`src/rtl/isa_types_pkg.sv`:
```
// Shared ISA-level widths and the fetch buffer entry type.
package isa_types;

  localparam int unsigned XLEN = 32;
  localparam int unsigned ILEN = 32;

  typedef struct packed {
    logic [XLEN-1:0] pc;
    logic [ILEN-1:0] bits;
  } fetch_entry_t;

  // Instruction addresses are word aligned; low two bits are dropped.
  function automatic logic [XLEN-1:0] align_pc(input logic [XLEN-1:0] pc);
    return {pc[XLEN-1:2], 2'b00};
  endfunction

endpackage

```
`src/rtl/fetch_unit_fifo.sv`:
```
// Instruction buffer: power-of-two ring of fetch entries with flush.
module fetch_fifo
  import isa_types::*;
#(
  parameter int unsigned DEPTH = 2
) (
  input  logic         clk_i,
  input  logic         rst_i,
  input  logic         flush_i,
  input  logic         push_i,
  input  fetch_entry_t entry_i,
  input  logic         pop_i,
  output fetch_entry_t head_o,
  output logic         full_o,
  output logic         empty_o
);

  localparam int unsigned AW = $clog2(DEPTH);

  fetch_entry_t   mem_q [DEPTH];
  logic [AW:0]    wr_ptr_q, wr_ptr_d;
  logic [AW:0]    rd_ptr_q, rd_ptr_d;
  logic [AW:0]    count;
  logic           do_push;
  logic           do_pop;

  // Occupancy, flags and the accepted push/pop for this cycle.
  always_comb begin
    count   = wr_ptr_q - rd_ptr_q;
    full_o  = (count == (AW+1)'(DEPTH));
    empty_o = (count == '0);
    do_pop  = pop_i && !empty_o && !flush_i;
    // A pop frees the slot the push writes, so full+pop+push is legal.
    do_push = push_i && (!full_o || do_pop) && !flush_i;
    wr_ptr_d = wr_ptr_q;
    rd_ptr_d = rd_ptr_q;
    if (flush_i) begin
      wr_ptr_d = '0;
      rd_ptr_d = '0;
    end else begin
      if (do_push) wr_ptr_d = wr_ptr_q + (AW+1)'(1);
      if (do_pop)  rd_ptr_d = rd_ptr_q + (AW+1)'(1);
    end
  end

  // Pointer registers; reset and flush both empty the buffer.
  always_ff @(posedge clk_i or posedge rst_i) begin
    if (rst_i) begin
      wr_ptr_q <= '0;
      rd_ptr_q <= '0;
    end else begin
      wr_ptr_q <= wr_ptr_d;
      rd_ptr_q <= rd_ptr_d;
    end
  end

  // Entry storage; contents are don't-care while the slot is unoccupied.
  always_ff @(posedge clk_i) begin
    if (do_push) mem_q[wr_ptr_q[AW-1:0]] <= entry_i;
  end

  assign head_o = mem_q[rd_ptr_q[AW-1:0]];

endmodule

```
`src/rtl/fetch_unit.sv`:
```
// Sequential instruction fetcher: one outstanding fixed-latency read,
// results buffered in fetch_fifo, redirect flushes and restarts.
module fetch_unit
  import isa_types::*;
#(
  parameter int unsigned     READ_CYCLE_LATENCY = 2,
  parameter int unsigned     FIFO_DEPTH         = 2,
  parameter logic [XLEN-1:0] RESET_PC           = '0
) (
  input  logic            clock,
  input  logic            reset,
  output logic [XLEN-1:0] mem_addr,
  input  logic [XLEN-1:0] mem_rdata,
  output logic            instr_valid,
  input  logic            instr_ready,
  output logic [ILEN-1:0] instr_bits,
  output logic [XLEN-1:0] instr_pc,
  input  logic            redirect_valid,
  input  logic [XLEN-1:0] redirect_pc
);

  localparam int unsigned CNT_W =
    (READ_CYCLE_LATENCY < 1) ? 1 : $clog2(READ_CYCLE_LATENCY + 1);
  localparam logic [CNT_W-1:0] CNT_LOAD = CNT_W'(READ_CYCLE_LATENCY);

  typedef enum logic {
    FETCH = 1'b0,
    HOLD  = 1'b1
  } state_e;

  state_e          state_q, state_d;
  logic [XLEN-1:0] pc_q, pc_d;
  logic [CNT_W-1:0] cnt_q, cnt_d;

  logic            push;
  logic            pop;
  logic            flush;
  logic            fifo_full;
  logic            fifo_empty;
  fetch_entry_t    push_entry;
  fetch_entry_t    head;

  fetch_fifo #(
    .DEPTH (FIFO_DEPTH)
  ) u_fifo (
    .clk_i   (clock),
    .rst_i   (reset),
    .flush_i (flush),
    .push_i  (push),
    .entry_i (push_entry),
    .pop_i   (pop),
    .head_o  (head),
    .full_o  (fifo_full),
    .empty_o (fifo_empty)
  );

  // Next-state: countdown, push on completion, stall in HOLD, redirect wins.
  always_comb begin
    state_d    = state_q;
    pc_d       = pc_q;
    cnt_d      = cnt_q;
    push       = 1'b0;
    flush      = 1'b0;
    pop        = instr_valid && instr_ready;
    push_entry = '{pc: pc_q, bits: mem_rdata};
    if (redirect_valid) begin
      flush   = 1'b1;
      pc_d    = align_pc(redirect_pc);
      cnt_d   = CNT_LOAD;
      state_d = FETCH;
    end else begin
      case (state_q)
        FETCH: begin
          if (cnt_q != '0) begin
            cnt_d = cnt_q - CNT_W'(1);
          end else if (!fifo_full || pop) begin
            push  = 1'b1;
            pc_d  = pc_q + XLEN'(4);
            cnt_d = CNT_LOAD;
          end else begin
            state_d = HOLD;
          end
        end
        HOLD: begin
          if (pop) begin
            push    = 1'b1;
            pc_d    = pc_q + XLEN'(4);
            cnt_d   = CNT_LOAD;
            state_d = FETCH;
          end
        end
        default: state_d = FETCH;
      endcase
    end
  end

  // State, fetch address and latency counter registers.
  always_ff @(posedge clock or posedge reset) begin
    if (reset) begin
      state_q <= FETCH;
      pc_q    <= RESET_PC;
      cnt_q   <= CNT_LOAD;
    end else begin
      state_q <= state_d;
      pc_q    <= pc_d;
      cnt_q   <= cnt_d;
    end
  end

  assign mem_addr    = pc_q;
  assign instr_valid = !fifo_empty;
  assign instr_bits  = head.bits;
  assign instr_pc    = head.pc;

endmodule

```
`config.mk`:
```
export PLATFORM = sky130hd
export DESIGN_NAME = fetch_unit
export DESIGN_NICKNAME = d
export VERILOG_FILES = /design/src/rtl/isa_types_pkg.sv /design/src/rtl/fetch_unit_fifo.sv /design/src/rtl/fetch_unit.sv
export SDC_FILE = /design/constraint.sdc
export NUM_CORES = 1
export LEC_CHECK = 0
export ABC_AREA = 1
export BUFFER_PORTS_ARGS = -buffer_cell sky130_fd_sc_hd__buf_4
export CORE_AREA = 2 2 85 169
export CTS_BUF_LIST = sky130_fd_sc_hd__clkbuf_16
export DETAILED_ROUTE_END_ITERATION = 12
export DIE_AREA = 0 0 87 171
export GPL_TIMING_DRIVEN = 0
export PLACE_DENSITY_LB_ADDON = 0.1
export REMOVE_ABC_BUFFERS = 1
export SYNTH_ARGS = -nofsm -noshare
export SYNTH_HDL_FRONTEND = slang
export SYNTH_SLANG_ARGS = --single-unit
```
`constraint.sdc`:
```
create_clock -name clock -period 5.2 [get_ports clock]
set_input_delay 0.78 -clock clock [delete_from_list [all_inputs] [get_ports clock]]
set_output_delay 0.78 -clock clock [all_outputs]
set_load 0.005 [all_outputs]
```
-- Yosys cells after proc, flatten, opt, wreduce, memory -nomap -nowiden
Memories as Yosys holds them, arrays and structs flattened.
Cells that the tools add are included.
- bits of input ports: 68
- flip-flop bits (word level): 39
- memory bits (writable): 128
- output and inout port bits: 97
- memories kept: 1
- logic and storage cells: 60
- memory list (memory ; depth ; width ; read ports ; clocked after Yosys merged registers in ; write ports ; line ; RTL):
    u_fifo.mem_q ; 2 ; 64 ; 1 ; 0 ; 1 ; fetch_unit_fifo.sv:20 ; fetch_entry_t mem_q [DEPTH];
- reductions and logical operators: 16
- eq/ne operators: 5
- bitwise gates (word level): 1
- mux-type cells: 27
- add/subtract/negate cells: 5
- operators by type and width (cell ; number):
    2-to-1 mux 32 bit ; 4
    case mux 32 bit (2 select lines) ; 1
    adder 32 x 3 -> 32 bit, second input constant ; 1
    2-to-1 mux 2 bit ; 8
    2-to-1 mux 1 bit ; 11
    != test 3 bit, second input constant ; 2
    nonzero test 2 bit ; 3
    logical AND 1 bit ; 5
    adder 2 x 1 -> 2 bit, second input constant ; 2
    != test 4 bit, second input constant ; 1
    case mux 1 bit (2 select lines) ; 2
    case mux 2 bit (2 select lines) ; 1
    zero test 1 bit ; 3
    != test 3 x 2 -> 1 bit, second input constant ; 1
    AND reduction 3 bit ; 1
    equality test 2 bit, second input constant ; 1
    zero test 2 bit ; 1
    logical OR 1 bit ; 2
    AND reduction 2 bit ; 1
    subtractor 2 x 1 -> 2 bit, second input constant ; 1
    subtractor 2 bit ; 1
    inverter 1 bit ; 1

-- Depth between registers and ports, before layout
Gate-level depths: netlist of run 1.
- depth after elaboration: 13
- gate-level depth with buffers: 11
- depth with buffers taken out: 10

-- Modules after synthesis
From an unflattened synthesis of run 1, not the netlist that was laid out.
- cell total of the unflattened synthesis: 740
- area total of the unflattened synthesis: 7364.6 µm²
- by module, submodules not included (module ; sequential area each (µm²) ; cells an instance ; area each (µm²) ; instances):
    fetch_fifo ; 3943.8 ; 375 ; 4932.2 ; 1
    fetch_unit ; 827.0 ; 365 ; 2432.3 ; 1

-- Worst setup path after synthesis of run 1
Ideal clock, no wire load.
- kind: input port to flip-flop
- from: in redirect_valid
- to: mem u_fifo.mem_q[0][0] in the netlist's numbering (enable)
- required time: 4.718 ns
- path buffers: 1
- data arrival time: 3.757 ns
- cell stages on the path: 4
- library setup time: 0.482 ns
- setup slack: 0.961 ns
- cell sequence: buf_2 > inv_1 > nand2_2 > nor2_1
- longest elaborated chain between the ends: 8
- elaborated cells on any way between the ends: 9
- classes of those cells: mux: 4; reduce/logical: 5
- ends and longest elaborated chain (what ; line ; RTL):
    from (decl) ; fetch_unit.sv:18 ; input logic redirect_valid,
    2-to-1 mux 1 bit ; fetch_unit.sv:66 ; if (redirect_valid) begin
    zero test 1 bit ; fetch_unit_fifo.sv:32, fetch_unit_fifo.sv:34 ;
    logical AND 1 bit ; fetch_unit_fifo.sv:32 ; do_pop = pop_i && !empty_o && !flush_i;
    logical OR 1 bit ; fetch_unit_fifo.sv:34 ; do_push = push_i && (!full_o || do_pop) && !flush_i;
    logical AND 1 bit ; fetch_unit_fifo.sv:34 ;
    logical AND 1 bit * ; fetch_unit_fifo.sv:34 ;
    2-to-1 mux 1 bit * ; fetch_unit_fifo.sv:59 ; if (do_push) mem_q[wr_ptr_q[AW-1:0]] <= entry_i;
    2-to-1 mux 1 bit (implied by the code) * ; fetch_unit_fifo.sv:59 ;
    to (decl) ; fetch_unit_fifo.sv:20 ;
Mark *: on every way between the ends. The rest lies on a longest branch, timed or not.

-- Worst setup path after layout of run 1
- from: reg u_fifo.rd_ptr_q[0]
- to: mem u_fifo.mem_q[1][12] in the netlist's numbering (enable)
- longest elaborated chain between the ends: 13
- elaborated cells on any way between the ends: 19
- classes of those cells: add/sub: 1; eq/ne: 1; mux: 7; reduce/logical: 10
- ends and longest elaborated chain (what ; line ; RTL):
    from (decl) ; fetch_unit_fifo.sv:22 ; logic [AW:0] rd_ptr_q, rd_ptr_d;
    from (signal assigned) ; fetch_unit_fifo.sv:53 ; rd_ptr_q <= rd_ptr_d;
    subtractor 2 bit * ; fetch_unit_fifo.sv:29 ; count = wr_ptr_q - rd_ptr_q;
    zero test 2 bit ; fetch_unit_fifo.sv:31 ; empty_o = (count == '0);
    zero test 1 bit ; fetch_unit_fifo.sv:32, fetch_unit.sv:111 ;
    logical AND 1 bit ; fetch_unit.sv:64 ; pop = instr_valid && instr_ready;
    logical OR 1 bit ; fetch_unit.sv:76 ; end else if (!fifo_full || pop) begin
    2-to-1 mux 1 bit ; fetch_unit.sv:76 ;
    2-to-1 mux 1 bit ; fetch_unit.sv:74 ; if (cnt_q != '0) begin
    case mux 1 bit (2 select lines) ; fetch_unit.sv:72 ; case (state_q)
    2-to-1 mux 1 bit ; fetch_unit.sv:66 ;
    logical AND 1 bit * (2 in series) ; fetch_unit_fifo.sv:34 ;
    2-to-1 mux 1 bit * ; fetch_unit_fifo.sv:59 ;
    2-to-1 mux 1 bit (implied by the code) * ; fetch_unit_fifo.sv:59 ;
Marks and branches as above.

==> impl_results.md, run 1 <==
* Final Core Density at 0.670
* HPWL Detailed at around 11 mm
* Initial Utilization at 0.528
* Row count at 61
* Die height at between 150 and 200 µm
* DRC violations left at 0
* Sequential share of the synthesized area at 0.645
* Max Slew Vio Count at 0
* Status: finished, final reports clean
* Worst hold margin at 479 ps
* Wire length per cell at about 15 µm
* Post-Syn Instances at 768
* Area fraction of the dominant cell type after synthesis at 0.516
* Hold Buf Count CTS at 0
* Max incr delay on CP at 730 ps
* Worst path top cell family by delay: simple AND/OR/NAND/NOR gates
* Sink Count at 161
* # Max-Cap Violations at 0
* Setup Viol. Count Final at 0
* Global placement routability congestion at 0.944
* Global route total overflow at 0
* Top post-synthesis cells by area: edfxtp_1, nand2_1, dfrtp_1
* Critical path arrival at 3590 ps
* Yosys warns at 0
* Yosys cell types at 29
* CTS tree: done
* Crit path max fanout at 64
* Synthesized cell area at a little over 7000 µm²
* First-pass GRT wire length at 24.4 mm
* Primary FF master, synth: edfxtp_1
* Clock Path Buffers at 2
* Final worst path period share at 0.668
* PD cells at 464 nW/µm²
* Crit path cell chain: inv_2 > nand2_1 > nand2_2 > nand2_4 > nand3_1 > nand2_1 > nand2_2 > nor2_4 > buf_16 > buf_12
* Postcts setup bufs at 0
* Num ports at 165
* Leakage at just over 0.004 µW
* ANT cells at 0
* RSZ-0062 raised after global routing: no
* Layout area overhead at 26.8%
* Total GRT Usage at 0.217
* Vias in the first global route at 5,031
* Fillcell total at between 1k and 1.5k
* CP Buf/Inv Count at 3
* Die area at 14,900 µm²
* PnR Total Power at roughly 4200 µW
* Initial antenna violation count at 0
* # port buffers at 158
* DRT Wirelength at 16.0 mm
* Fraction of registers with async set/reset at 0.230
* Required time of the critical path at 5310 ps
* Final ANT Viol Nets at 0
* Root Driver: clkbuf_16
* Total Neg Setup Slack at 0 ps
* Skew-Pair Late Insertion Delay at around 420 ps
* Reg clk slew, reported paths at approximately 70 ps
* Minimum clock period at between 3000 and 4000 ps
* Post-synth EDFFs at 124
* Final #Nets at 997
* Clock skew at between 8 and 9 ps
* FF+latch count, synth at 161
* Slew Limit Headroom at 0.228
* Die X-Extent at ~87 µm
* Detailed-route via count at between 5k and 6k
* Worst setup EP type: flip-flop
* Syn Area/Cell at 9.39 µm²
* Fmax at 288 MHz
* Final Hold Viols at 0
* Drt first-iter violations at 300
* H-Tree Depth at 4
* Worst Tran Pin Value at 1160 ps
* Largest net degree at the start of global routing at 65
* Total iterations of the first detailed-routing run at 4
* Post-synth top area cell: edfxtp_1
* Share of layout cells above drive strength 1 at 0.229
* Core Area at 13,700 µm²
* Slowest CP cell: dfrtp_2
* Vias per cell at 4.99
* Worst vdd ir at 0.000290 V
* Worst setup path class: reg -> reg
* Resized cells post-CTS at 0
* Critical Path Start Type: flip-flop
* Total CTS buffers at 17
* Worst hold path class: reg -> reg
==> layer usage <==
layer,routed length (µm),part of all wire,vias to the layer above,GRT usage
met5,0,0,-,0
met4,436,0.027,0,0.0985
met3,661,0.041,28,0.0381
met2,8570,0.53,130,0.384
met1,6360,0.40,2519,0.250
li1,-,-,2792,-
==> worst min-delay path: cells and delay by family (launching register included) <==
kind | cells | cell delay [ps]
flops | 1 | 380
simple gates | 2 | 100
==> logic make-up after synthesis <==
group | count (synthesis) | synth area share
AND/OR/NAND/NOR | 517 | 0.287
AO/OA/AOI/OAI | 14 | 0.0101
other | 1 | 0.000520
XOR/XNOR | 11 | 0.0134
flip-flops | 161 | 0.645
buffers and inverters | 61 | 0.0385
adder cells (fa/ha/maj) | 3 | 0.00521
==> synth_stat cells, types with 2 or more instances <==
library cell	number
o21ai_1	2
nand2_1	378
inv_2	2
clkbuf_1	15
o21ai_0	9
a21oi_1	2
buf_6	2
nand3_1	50
nor2_2	8
nor2_1	68
xor2_1	8
edfxtp_1	124
xnor2_1	3
dfrtp_1	36
buf_4	8
nand4_1	5
ha_1	3
nand2_2	4
inv_1	31
==> sequential cells by signal, indices dropped and copies added, names as in the netlist <==
name             count
u_fifo.wr_ptr_q      2
state_q              1
cnt_q                2
u_fifo.rd_ptr_q      2
u_fifo.mem_q       124
mem_addr            30
==> area by class of cell <==
class,instances,area (µm²),share of cell area
repair buffers,163,1300,0.142
flip-flops and latches,161,4650,0.509
multi-input cells,549,2310,0.252
inverters,34,130,0.0142
well taps,157,196,0.0215
clock buffers,17,425,0.0465
clock inverters,15,133,0.0145
==> placed cells by master (no fill, tap or decap), types with 3 or more instances in the layout <==
master / synthesis / layout
inv_6: 0 / 5
edfxtp_1: 124 / 124
nand2_2: 4 / 4
conb_1: 1 / 4
nand4_1: 5 / 5
nor2_2: 8 / 8
clkinv_1: 0 / 3
buf_12: 0 / 3
nand3_1: 50 / 50
inv_2: 2 / 3
buf_4: 8 / 158
nor2_1: 68 / 66
inv_1: 31 / 30
clkinv_4: 0 / 4
ha_1: 3 / 3
nand2_1: 378 / 378
clkbuf_16: 0 / 17
o21ai_0: 9 / 9
dfrtp_1: 36 / 35
xor2_1: 8 / 8
xnor2_1: 3 / 3
==> power breakdown <==
group	total (µW)	internal, µW	switching [µW]
Sequential	1880	1640	242
Clock	1180	663	513
Combinational	1190	567	627
==> path summary, 6_finish.rpt <==
check | slack [ps] | start | end | cells past startpoint
setup / recovery | 1730 | u_fifo.rd_ptr_q[0] | u_fifo.mem_q[1][12] | 10
hold / removal | 480 | cnt_q[1] | cnt_q[1] | 2
setup reg to reg | 1730 | u_fifo.rd_ptr_q[0] | u_fifo.mem_q[1][12] | 10
hold reg to reg | 480 | cnt_q[1] | cnt_q[1] | 2
max in group asynchronous | 4120 | reset | u_fifo.rd_ptr_q[0] | 2
min in group asynchronous | 530 | reset | state_q | 2
==> metrics by stage <==
step           setup slack [ps]  std cells  instance area [µm²]
3_5_place_dp               1680       1064                 8590
6_report                   1730       1096                 9150
4_1_cts                    1670       1096                 9150
3_3_place_gp              -3580       1059                 8460
2_1_floorplan              -436        744                 7080
5_1_grt                    1460       1096                 9150
Power figures use the tool's default switching activity.
==> run 2, diff against run 1 <==
--- a/config.mk
+++ b/config.mk
@@ -7,10 +7,10 @@
 export LEC_CHECK = 0
 export ABC_AREA = 1
 export BUFFER_PORTS_ARGS = -buffer_cell sky130_fd_sc_hd__buf_4
-export CORE_AREA = 2 2 85 169
+export CORE_AREA = 2 2 89 177
 export CTS_BUF_LIST = sky130_fd_sc_hd__clkbuf_16
 export DETAILED_ROUTE_END_ITERATION = 12
-export DIE_AREA = 0 0 87 171
+export DIE_AREA = 0 0 91 179
 export GPL_TIMING_DRIVEN = 0
 export PLACE_DENSITY_LB_ADDON = 0.1
 export REMOVE_ABC_BUFFERS = 1
==> constraint.sdc (replaced) <==
create_clock -name clock -period 2.9 [get_ports clock]
set_input_delay 0.435 -clock clock [delete_from_list [all_inputs] [get_ports clock]]
set_output_delay 0.435 -clock clock [all_outputs]
set_load 0.005 [all_outputs]
==> run 2 against run 1 <==
Routed wire length decreased by 1.0%. Final area rose by 0.79%. Critical path depth shrank 1.
==> impl_results.md, run 2 (synthesis results as in run 1) <==
* Layout area overhead at 27.8%
* M2 GR Usage at 0.359 (-0.0247)
* Final Cell Area at 9220 µm² (+0.79%)
* Fillcell total at 1,384 (+25%)
* Hold Buf Count CTS at 0 (unchanged)
* Most Crowded Layer GR: met2
* # Max-Cap Violations at 0 (unchanged)
* Final ANT Viol Nets at 0 (unchanged)
* Critical path arrival at 2760 ps (-830 ps)
* Final Core Density at 0.612 (-0.0571)
* Die X-Extent at 91 µm (+4.6%)
* Worst setup path class: reg -> reg
* Reg2Reg Setup Slack at 250 ps (-1480 ps)
* Final #Nets at 1,000 (+0.30%)
* Sink Count at 161 (unchanged)
* Critical Path Sink: u_fifo.mem_q[0][26]
* Pre-CTS worst setup slack at -428 ps (-2110 ps)
* Worst reg-to-reg path cell count at 9 (-1)
* Final setup margin at 248 ps (-1480 ps)
* Final worst path period share at 0.914 (+0.246)
* Total CTS buffers at 17 (unchanged)
* Reg clk slew, reported paths at 60 ps (about the same)
* CTS tree: done
* GR Util met1 at 0.231 (-0.0183)
* ANT cells at 0 (unchanged)
* Multi-input gate area at 2310 µm² (unchanged)
* Leakage at 0.00406 µW (+0.45%)
* Total iterations of the first detailed-routing run at 4 (unchanged)
* Clock Path Buffers at 2 (unchanged)
* Critical Path Start Type: flip-flop
* # port buffers at 158 (unchanged)
* PnR Total Power at 7620 µW (+79%)
* Post-DP Area at 8630 µm² (+0.51%)
* Fmax at 377 MHz (+31%)
* Max Slew Vio Count at 0 (unchanged)
* Setup Viol. Count Final at 0 (unchanged)
* Status: finished, final reports clean
* Met3 GRT Util at 0.0408 (+0.00266)
* Vias in the first global route at 5,186 (+3.1%)
* Slew Limit Headroom at 0.350 (+0.122)
* Worst vdd ir at 0.000563 V (+94%)
* Skew-Pair Late Insertion Delay at 420 ps (about the same)
* RSZ-0062 raised after global routing: no
* Detailed-route via count at 5,485 (+0.29%)
* Commonest non-fill, non-tap cell in the layout: nand2_1
* Max reg flops at 124 (unchanged)
* Global placement routability congestion at 0.894 (-5.3%)
* Global route total overflow at 0 (unchanged)
* Die height at 179 µm (+4.7%)
* Worst hold path class: in -> async
* Worst Tran Pin Value at 974 ps (-184 ps)
* First-pass GRT wire length at 25.2 mm (+3.3%)
* Clock skew at 6.49 ps (-1.93 ps)
* Die area at 16,300 µm² (+9.5%)
* PD cells at 826 nW/µm² (+78%)
* Wire length per cell at 13.9 µm (-4.8%)
* HPWL Detailed at 10.8 mm (-1.0%)
* DRC violations left at 0 (unchanged)
* Largest net degree at the start of global routing at 65 (unchanged)
* DRT Wirelength at 15.9 mm (-1.0%)
* Required time of the critical path at 3010 ps (-2300 ps)
* Initial antenna violation count at 0 (unchanged)
* Root Driver: clkbuf_16
* Worst setup EP type: flip-flop
* Share of layout cells above drive strength 1 at 0.234 (+0.00458)
* Core Area at 15,100 µm² (+10%)
* Critical R2R Launch: u_fifo.rd_ptr_q[0]
* Drt first-iter violations at 298 (-0.67%)
* Register area at 4650 µm² (about the same)
* R2r endpoint: u_fifo.mem_q[0][26]
* H-Tree Depth at 4 (unchanged)
* Minimum clock period at 2650 ps (-823 ps)
* Vias per cell at 4.81 (-3.6%)
* Initial Utilization at 0.479 (-0.0488)
* Total GRT Usage at 0.200 (-0.0163)
* Row count at 64 (+4.9%)
* Setup crit start: u_fifo.rd_ptr_q[0]
* Num ports at 165 (unchanged)
* Final Hold Viols at 0 (unchanged)
* Crit path max fanout at 64 (unchanged)
* Commonest non-fill, non-tap cells in the layout: nand2_1, buf_4, edfxtp_1
[run 2: cell count changes in the layout (fill, tap and decap cells not counted), sizes merged]
| cell | before | now |
|---|---|---|
| buf | 163 | 166 |
[run 2: power breakdown]
group          switching, µW  internal [µW]  leakage, µW  total, µW
Sequential               434           2940      0.00158       3370
Combinational           1120           1020      0.00220       2140
Clock                    919           1190     0.000278       2110
[run 2: cell type report]
cell class / instances / share of cell area
Inverter: 34 / 0.0144
Clock buffer: 17 / 0.0461
Timing Repair Buffer: 166 / 0.143
Tap cell: 198 / 0.0269
Clock inverter: 15 / 0.0145
Sequential cell: 161 / 0.505
Multi-Input combinational cell: 549 / 0.251
[run 2: worst min-delay path by stage]
stage | slack, ps | start | to
after floorplan | 450 | cnt_q[1] | cnt_q[1]
after global placement | 460 | cnt_q[1] | cnt_q[1]
after detailed placement | 470 | cnt_q[1] | cnt_q[1]
after CTS | 180 | mem_rdata[8] | u_fifo.mem_q[0][8]
after global routing | 180 | mem_rdata[20] | u_fifo.mem_q[1][20]
final | 170 | reset | mem_addr[20]
[run 2: critical path: stages (launching register included)]
cell and delay [ps]:
dfrtp_4 670, inv_4 340, nand2_1 170, nand2_2 90, nand2_4 90, nand3_1 90
nand2_1 90, nand2_2 130, nor2_4 320, buf_12 250
[run 2: repair_timing]
item / in CTS / in global routing
pin swaps: 0 / 2
gates resized for setup: 2 / 0
setup endpoints to repair: 156 / 102
buffers inserted: 0 / 3
[run 2: routing by layer]
| metal | routed length [µm] | up-vias |
|---|---|---|
| met5 | 0 | - |
| met4 | 343 | 0 |
| met3 | 680 | 23 |
| met2 | 8370 | 131 |
| met1 | 6470 | 2524 |
| li1 | - | 2807 |
[run 2: stage by stage]
stage          hold slack (ps)  cells  setup TNS, ps
2_1_floorplan              452    744        -343590
3_3_place_gp               462   1100        -892930
5_1_grt                    177   1140              0
4_1_cts                    176   1137              0
6_report                   172   1140              0
3_5_place_dp               471   1105         -44800
==> run 3, diff against run 2 <==
--- a/config.mk
+++ b/config.mk
@@ -13,7 +13,6 @@
 export DIE_AREA = 0 0 91 179
 export GPL_TIMING_DRIVEN = 0
 export PLACE_DENSITY_LB_ADDON = 0.1
-export REMOVE_ABC_BUFFERS = 1
 export SYNTH_ARGS = -nofsm -noshare
 export SYNTH_HDL_FRONTEND = slang
 export SYNTH_SLANG_ARGS = --single-unit
==> run 3 against run 2 <==
Combinational power is 6% higher. Sequential cell count stayed put. Non-clock buffer count rose by 22. Critical path type unchanged. Clock-buffer cell count is the same.
==> impl_results.md, run 3 (synthesis results as in run 1) <==
* Status: finished, final reports clean
* Postcts setup bufs at 0 (unchanged)
* Root Driver: clkbuf_16
* PnR Total Power at 7970 µW (+4.6%)
* Clock skew at 8.43 ps (+1.94 ps)
* Resized cells post-CTS at 0 (-2)
* Worst Tran Pin Value at 802 ps (-173 ps)
* Final Cell Area at 9390 µm² (+1.8%)
* Worst vdd ir at 0.000472 V (-16%)
* ANT cells at 0 (unchanged)
* Core Area at 15,100 µm² (unchanged)
* Final Hold Viols at 0 (unchanged)
* Critical path arrival at 2500 ps (-260 ps)
* Worst path top cell family by delay: simple AND/OR/NAND/NOR gates
* Wire length per cell at 14.7 µm (+5.3%)
* GR Util met1 at 0.255 (+0.0238)
* Reg2Reg Setup Slack at 510 ps (+270 ps)
* Hold Buf Count CTS at 0 (unchanged)
* Clock Path Buffers at 2 (unchanged)
* Row count at 64 (unchanged)
* Most Crowded Layer GR: met2
* Inst Count DP at 1,130 (+2.3%)
* Worst hold path class: in -> async
* Final #Nets at 1,022 (+2.2%)
* Total iterations of the first detailed-routing run at 5 (+1)
* Final Core Density at 0.624 (+0.0113)
* Final worst path period share at 0.823 (-0.0916)
* CP Buf/Inv Count at 2 (unchanged)
* Num ports at 165 (unchanged)
* CTS tree: done
* Register area at 4650 µm² (about the same)
* Worst setup EP type: flip-flop
* Detailed-route via count at 5,602 (+2.1%)
* Max incr delay on CP at 620 ps (-50 ps)
* Fmax at 419 MHz (+11%)
* RSZ-0062 raised after global routing: no
* Layout area overhead at 30.2%
* Total CTS buffers at 17 (unchanged)
* # port buffers at 157 (-0.63%)
* Commonest non-fill, non-tap cell in the layout: nand2_1
* HPWL Detailed at 12.1 mm (+12%)
* Largest net degree at the start of global routing at 38 (-42%)
* Worst setup path class: reg -> reg
* Global placement routability congestion at 0.905 (+1.3%)
* # Max-Cap Violations at 0 (unchanged)
* Skew-Pair Late Insertion Delay at 420 ps (about the same)
* Final ANT Viol Nets at 0 (unchanged)
* Vias per cell at 4.82 (+0.20%)
* Slew Limit Headroom at 0.465 (+0.115)
* Minimum clock period at 2390 ps (-266 ps)
* Drt first-iter violations at 298 (unchanged)
* Crit path max fanout at 24 (-63%)
* Die X-Extent at 91 µm (unchanged)
* Commonest non-fill, non-tap cells in the layout: nand2_1, buf_4, edfxtp_1
* Die height at 179 µm (unchanged)
* M2 GR Usage at 0.390 (+0.0315)
* Fillcell total at 1,345 (-2.8%)
* H-Tree Depth at 4 (unchanged)
* Initial Utilization at 0.479 (unchanged)
* Multi-input gate area at 2310 µm² (unchanged)
* Fin cells at 1,162 (+1.9%)
* Initial antenna violation count at 0 (unchanged)
* Max Slew Vio Count at 0 (unchanged)
* Slowest CP cell: nor2_4
* Die area at 16,300 µm² (unchanged)
* PD cells at 848 nW/µm² (+2.7%)
* DRC violations left at 0 (unchanged)
* Met3 GRT Util at 0.0446 (+0.00378)
* Vias in the first global route at 5,582 (+7.6%)
* Post-DP Area at 8760 µm² (+1.5%)
* Setup Viol. Count Final at 0 (unchanged)
* Reg clk slew, reported paths at 60 ps (about the same)
* Sink Count at 161 (unchanged)
* Max reg flops at 124 (unchanged)
* Leakage at 0.00416 µW (+2.4%)
* First-pass GRT wire length at 27.4 mm (+8.9%)
* Global route total overflow at 0 (unchanged)
* Required time of the critical path at 3020 ps (about the same)
* Total GRT Usage at 0.220 (+0.0193)
* DRT Wirelength at 17.0 mm (+7.3%)
* Share of layout cells above drive strength 1 at 0.228 (-0.00533)
* Critical Path Start Type: flip-flop
* Crit path cell chain: buf_4 > nand2_1 > nand2_2 > nand2_4 > nand3_1 > nand2_1 > nand2_2 > nor2_4 > buf_12
## run 3: worst paths after layout
check	to	cells past startpoint	start
worst min-delay path	cnt_q[0]	2	reset
worst max-delay path	u_fifo.mem_q[1][44]	9	u_fifo.rd_ptr_q[0]
min in group clock	u_fifo.mem_q[0][0]	1	mem_rdata[0]
max in group asynchronous	mem_addr[10]	2	reset
worst max register to register	u_fifo.mem_q[1][44]	9	u_fifo.rd_ptr_q[0]
worst min register to register	cnt_q[1]	2	cnt_q[1]
## run 3: power breakdown
group          switching (µW)  total, µW  internal [µW]
Combinational            1220       2270           1050
Sequential                398       3330           2930
Clock                     854       2360           1510
## run 3: through the flow
stage | worst slack, ps | hold slack, ps | TNS, ps
after detailed placement | 475 | 472 | 0
after global routing | 317 | 186 | 0
after global placement | -1360 | 464 | -164870
after floorplan | -158 | 452 | -19640
final | 514 | 173 | 0
after CTS | 460 | 185 | 0
## run 3: cell type report
cell class                      count  area share
Clock buffer                       17      0.0453
Buffer                             27      0.0157
Clock inverter                     15      0.0219
Multi-Input combinational cell    549       0.246
Tap cell                          198      0.0264
Timing Repair Buffer              161       0.136
Sequential cell                   161       0.495
Inverter                           34      0.0139
## run 3: layer usage
| layer | vias to the layer above | share of wire |
|---|---|---|
| met2 | 141 | 0.53 |
| li1 | 2841 | - |
| met5 | - | 0 |
| met1 | 2592 | 0.40 |
| met3 | 28 | 0.044 |
| met4 | 0 | 0.030 |
## run 3: worst reg2reg max path, stage by stage, from the launching register on
cell,delay [ps]
dfrtp_1,380
buf_4,200
nand2_1,90
nand2_2,90
nand2_4,90
nand3_1,100
nand2_1,100
nand2_2,130
nor2_4,620
buf_12,270
